[src/rtl/uart_tx_ctrl.sv]
// UART transmit controller: pops one byte at a time from a TX FIFO and serialises it
// as start, 8 data bits LSB first, optional even parity, and stop, CLKS_PER_BIT cycles per bit.
module uart_tx_ctrl #(
    parameter int unsigned CLKS_PER_BIT = 16
) (
    input  logic       clk,
    input  logic       reset,
    input  logic       enable,
    input  logic       parityEn,
    input  logic       fifoEmpty,
    input  logic [7:0] fifoData,
    output logic       fifoReadEn,
    output logic       tx,
    output logic       busy,
    output logic [2:0] fsm_state
);

    typedef enum logic [2:0] {
        IDLE   = 3'd0,
        POP    = 3'd1,
        LOAD   = 3'd2,
        START  = 3'd3,
        DATA   = 3'd4,
        PARITY = 3'd5,
        STOP   = 3'd6
    } state_t;

    localparam logic [15:0] BAUD_LAST = 16'(CLKS_PER_BIT - 1);

    state_t      state_q;
    state_t      state_d;
    logic [15:0] baud_q;
    logic [15:0] baud_d;
    logic [2:0]  bit_q;
    logic [2:0]  bit_d;
    logic [7:0]  shift_q;
    logic [7:0]  shift_d;
    logic        par_en_q;
    logic        par_en_d;
    logic        par_bit_q;
    logic        par_bit_d;
    logic        tx_q;
    logic        tx_d;
    logic        read_en_q;
    logic        read_en_d;
    logic        busy_q;
    logic        busy_d;
    logic        baud_done;

    assign baud_done = (baud_q == BAUD_LAST);

    always_ff @(posedge clk) begin
        if (reset) begin
            state_q   <= IDLE;
            baud_q    <= 16'd0;
            bit_q     <= 3'd0;
            shift_q   <= 8'd0;
            par_en_q  <= 1'b0;
            par_bit_q <= 1'b0;
            tx_q      <= 1'b1;
            read_en_q <= 1'b0;
            busy_q    <= 1'b0;
        end else begin
            state_q   <= state_d;
            baud_q    <= baud_d;
            bit_q     <= bit_d;
            shift_q   <= shift_d;
            par_en_q  <= par_en_d;
            par_bit_q <= par_bit_d;
            tx_q      <= tx_d;
            read_en_q <= read_en_d;
            busy_q    <= busy_d;
        end
    end

    // Next-state and datapath update.
    always_comb begin
        state_d   = state_q;
        baud_d    = baud_q;
        bit_d     = bit_q;
        shift_d   = shift_q;
        par_en_d  = par_en_q;
        par_bit_d = par_bit_q;

        case (state_q)
            IDLE: begin
                if (enable && !fifoEmpty) begin
                    state_d = POP;
                end
            end
            POP: begin
                state_d = LOAD;
            end
            LOAD: begin
                // FIFO data is valid this cycle, one cycle after the pop strobe.
                shift_d   = fifoData;
                par_en_d  = parityEn;
                par_bit_d = ^fifoData;
                baud_d    = 16'd0;
                bit_d     = 3'd0;
                state_d   = START;
            end
            START: begin
                if (baud_done) begin
                    baud_d  = 16'd0;
                    state_d = DATA;
                end else begin
                    baud_d = baud_q + 16'd1;
                end
            end
            DATA: begin
                if (baud_done) begin
                    baud_d  = 16'd0;
                    shift_d = shift_q >> 1;
                    if (bit_q == 3'd7) begin
                        bit_d   = 3'd0;
                        state_d = par_en_q ? PARITY : STOP;
                    end else begin
                        bit_d = bit_q + 3'd1;
                    end
                end else begin
                    baud_d = baud_q + 16'd1;
                end
            end
            PARITY: begin
                if (baud_done) begin
                    baud_d  = 16'd0;
                    state_d = STOP;
                end else begin
                    baud_d = baud_q + 16'd1;
                end
            end
            STOP: begin
                if (baud_done) begin
                    baud_d  = 16'd0;
                    state_d = IDLE;
                end else begin
                    baud_d = baud_q + 16'd1;
                end
            end
            default: begin
                state_d = IDLE;
            end
        endcase
    end

    // Outputs are decoded from the next state so that they can be registered
    // without adding a cycle of latency to the line.
    always_comb begin
        read_en_d = (state_d == POP);
        busy_d    = (state_d != IDLE);
        case (state_d)
            START:   tx_d = 1'b0;
            DATA:    tx_d = shift_d[0];
            PARITY:  tx_d = par_bit_d;
            default: tx_d = 1'b1;
        endcase
    end

    assign tx         = tx_q;
    assign fifoReadEn = read_en_q;
    assign busy       = busy_q;
    assign fsm_state  = state_q;

endmodule

[config.mk]
export PLATFORM = sky130hd
export DESIGN_NAME = uart_tx_ctrl
export DESIGN_NICKNAME = d
export VERILOG_FILES = /design/src/rtl/uart_tx_ctrl.sv
export SDC_FILE = /design/constraint.sdc
export NUM_CORES = 1
export LEC_CHECK = 0
export BUFFER_PORTS_ARGS = -buffer_cell sky130_fd_sc_hd__clkbuf_2
export CORE_ASPECT_RATIO = 1.4
export CORE_UTILIZATION = 43
export DETAILED_ROUTE_END_ITERATION = 8
export HOLD_SLACK_MARGIN = 0.12
export PLACE_DENSITY = 0.62
export REMOVE_ABC_BUFFERS = 1
export SLEW_MARGIN = 10
export SYNTH_ARGS = -nofsm -noshare
export SYNTH_HDL_FRONTEND = slang
export SYNTH_SLANG_ARGS = --single-unit
[constraint.sdc]
create_clock -name clk -period 4 [get_ports clk]
set_input_delay 1 -clock clk [delete_from_list [all_inputs] [get_ports clk]]
set_output_delay 1 -clock clk [all_outputs]
set_load 0.02 [all_outputs]
==> flow_summary.yaml <==
die:
  rows: 27
  coreArea_mm2: 0.004020
  dieArea_mm2: 0.004586
  dieWidth_um: 57.52
  ios: 19
  start_util_pct: 46.16
  die_h_um: 79.73
min_path:
  hold-path-endpoint: "shift_q[4]"
  min_path_cells: 2
  min_from: "shift_q[4]"
  hold_path_class: "register to register"
power_and_ir_drop:
  leakage_nw: 0.7429
  power_density_mw_per_mm2: 411.5
  p_total_w: 0.0008388
  ir_worst_vdd_mv: 0.2585
critical_path:
  cp.required_ns: 4.18
  rr_startpoint: "fsm_state[1]"
  cpMaxStageDelayCell: "dfxtp_1"
  start_kind: "register"
  path_class: "register to register"
  crit_chain: "nand2b_1 > nor2_1 > a21oi_2 > a211o_1 > mux2i_1 > o21ai_1"
  r2r_slack_ns: 1.80
  path_buf_inv: 0
  crit_family: "simple AND/OR/NAND/NOR gates"
  r2r_end: "tx"
  cp_max_fo: 13
  rr_worst_depth: 6
  worstSetupEndpointType: "register"
  cp_slowest_stage_delay_ns: 0.57
  arrival_ns: 2.37
sta:
  max_freq_mhz: 455.1
  rsz0062_at_grt: "false"
  hold_violations: 0
  tightest_slew_ns: 0.7666
  finClkSkew_ns: 0.006668
  maxSlewViolCount: 0
  slew_headroom_pct: 48.89
  final.setup.tns_ns: 0
  min_period_ns: 2.197
  setup_violations: 0
  finalCritPeriodShare_pct: 54.93
clocking:
  ctsRootBufferMaster: "clkbuf_8"
  cts_buffers: 5
  post_cts_buffers: 0
  cts_tree: "yes"
  cts_max_level: 2
  clock_sinks: 35
  cts_resized: 0
  clk_pin_slew_ns: 0.08
  cts_buffer_depth: 2
  cts_hold_buffers: 0
  clk_latency_ns: 0.29
routing:
  dr.pass1.iters: 8
  ant_nets: 0
  wl_um: 3992
  vias_per_cell: 5.736
  dr.first_iter.drc_count: 115
  vias: 1652
  wire_per_inst_um: 13.86
  post-route-drc-count: 1
job:
  maxCapViolations: 0
synthesis:
  synth_fa_ha_area_share_pct: 2.023
  syn_area_mm2: 0.001856
  synth.yosys.seq_area_share_pct: 37.76
  synth-seq-cells: 35
  synthMuxAreaShare_pct: 1.079
  ys_warn_count: 0
  synth-compound-area-share_pct: 22.05
  synth_top_family_by_area: "simple AND/OR/NAND/NOR gates"
  ys_types: 47
  synth-xor-area-share_pct: 4.248
  syn_inst: 233
  avgSynthCellArea_um2: 7.964
  synthSimpleGateAreaFrac_pct: 28.46
placed_design:
  place_hpwl_um: 2781
  dp.cells: 280
  post_dp_cell_area_mm2: 0.001926
  gp_congestion: 0.7655
  io_buffers: 18
grt:
  grt_pass1_wl_um: 6768
  antenna_found_initial: 0
  grt_overflow: 0
  grt.total_usage_pct: 19.12
  grt_pass1_vias: 1519
  grt_max_degree: 36
finish:
  antenna_cells: 0
  areaGrowthSynthToFinish_pct: 9.845
  instances_no_fill: 288
  final_cell_area_mm2: 0.002038
  final_common_cell: "dfxtp_1"
  final_cell_mix: "dfxtp_1, a21oi_1, nand2_1, nor2_1, clkbuf_2"
  finalNetCount: 260
  drive_gt1_share_pct: 14.29
status:
  violations: "design-rule violations"
  status: "finished with violations"
Yosys cell counts (all sizes together):
cell / number / area share, %
nand3: 2 / 0.81
mux2i: 2 / 1.1
a31oi: 3 / 1.0
xor2: 1 / 0.47
a31o: 1 / 0.47
nand2b: 3 / 1.0
nand2: 26 / 5.4
nor2b: 4 / 1.3
nand4: 4 / 1.3
buf: 9 / 3.0
o21a: 1 / 0.40
o211ai: 1 / 0.40
o21ai: 17 / 4.6
clkbuf: 5 / 1.0
nand3b: 1 / 0.40
a311oi: 2 / 0.94
and4: 3 / 1.4
a41oi: 1 / 0.47
xnor2: 8 / 3.8
a211oi: 1 / 0.40
a22oi: 7 / 2.8
nand4b: 1 / 0.47
or3: 2 / 0.67
nor3: 9 / 3.3
a21o: 1 / 0.40
nor4: 6 / 3.2
nor2: 26 / 5.5
nor3b: 3 / 1.2
a211o: 1 / 0.47
inv: 2 / 0.40
and2: 2 / 0.67
ha: 3 / 2.0
a21oi: 35 / 9.6
dfxtp: 35 / 38
and3: 5 / 1.7
sequential cells by signal, summed over array words and instances (netlist names):
name / cells
fifoReadEn: 1
shift_q: 8
par_en_q: 1
tx: 1
baud_q: 16
par_bit_q: 1
bit_q: 3
busy: 1
fsm_state: 3
per-stage QoR:
stage | hold slack, ns | setup WS (ns) | util [%]
floorplan | 0.4258 | 2.052 | -
global placement | 0.4434 | 1.824 | 47.90
detailed placement | 0.4485 | 1.825 | 47.90
CTS | 0.4597 | 1.801 | 50.70
global route | 0.4758 | 1.524 | 50.70
finish | 0.4548 | 1.803 | 50.70
kinds of logic (layout without fill, tap and decap cells):
| kind of cell | Yosys count | count (layout) |
|---|---|---|
| AOI/OAI and AO/OA | 71 | 71 |
| DFF | 35 | 35 |
| muxes | 2 | 2 |
| adders and majority gates | 3 | 3 |
| buffers and inverters | 16 | 28 |
| and+or+nand+nor | 97 | 97 |
| xor gates and xnor gates | 9 | 9 |
power breakdown:
part	total, W	internal, W	switching [W]
sequential	0.000382	0.000365	0.0000163
clock	0.000323	0.000186	0.000137
combinational	0.000134	0.0000513	0.0000831
cell type report:
type	count	area, um2
Fill cell	403	1982
Multi-Input combinational cell	182	1074
Sequential cell	35	700.7
Timing Repair Buffer	18	90.09
Clock buffer	5	68.82
Tap cell	43	53.80
Clock inverter	3	43.79
Inverter	2	7.507
worst register-to-register path: cells and delay by family, from the launching register on:
kind,cells,cell delay (ns)
compound gates,3,0.67
flops,1,0.57
mux,1,0.14
simple gates,2,0.72
metal layers:
layer  wire length (um)  GRT usage, %  vias to the layer above
met5                  0             0                        -
met4                106         10.24                        0
met3                 98         3.890                       10
met2               1960         33.26                       25
met1               1827         21.49                      749
li1                   -             -                      868
worst max-delay path by stage:
stage,startpoint,cells past startpoint,slack [ns],endpoint
finish,fsm_state[1],6,1.80,tx
global route,fsm_state[1],6,1.52,tx
CTS,fsm_state[1],6,1.80,tx
detailed placement,fsm_state[1],6,1.82,tx
global placement,fsm_state[2],6,1.82,tx
floorplan,fsm_state[2],6,2.05,tx
Power figures use the tool's default switching activity.
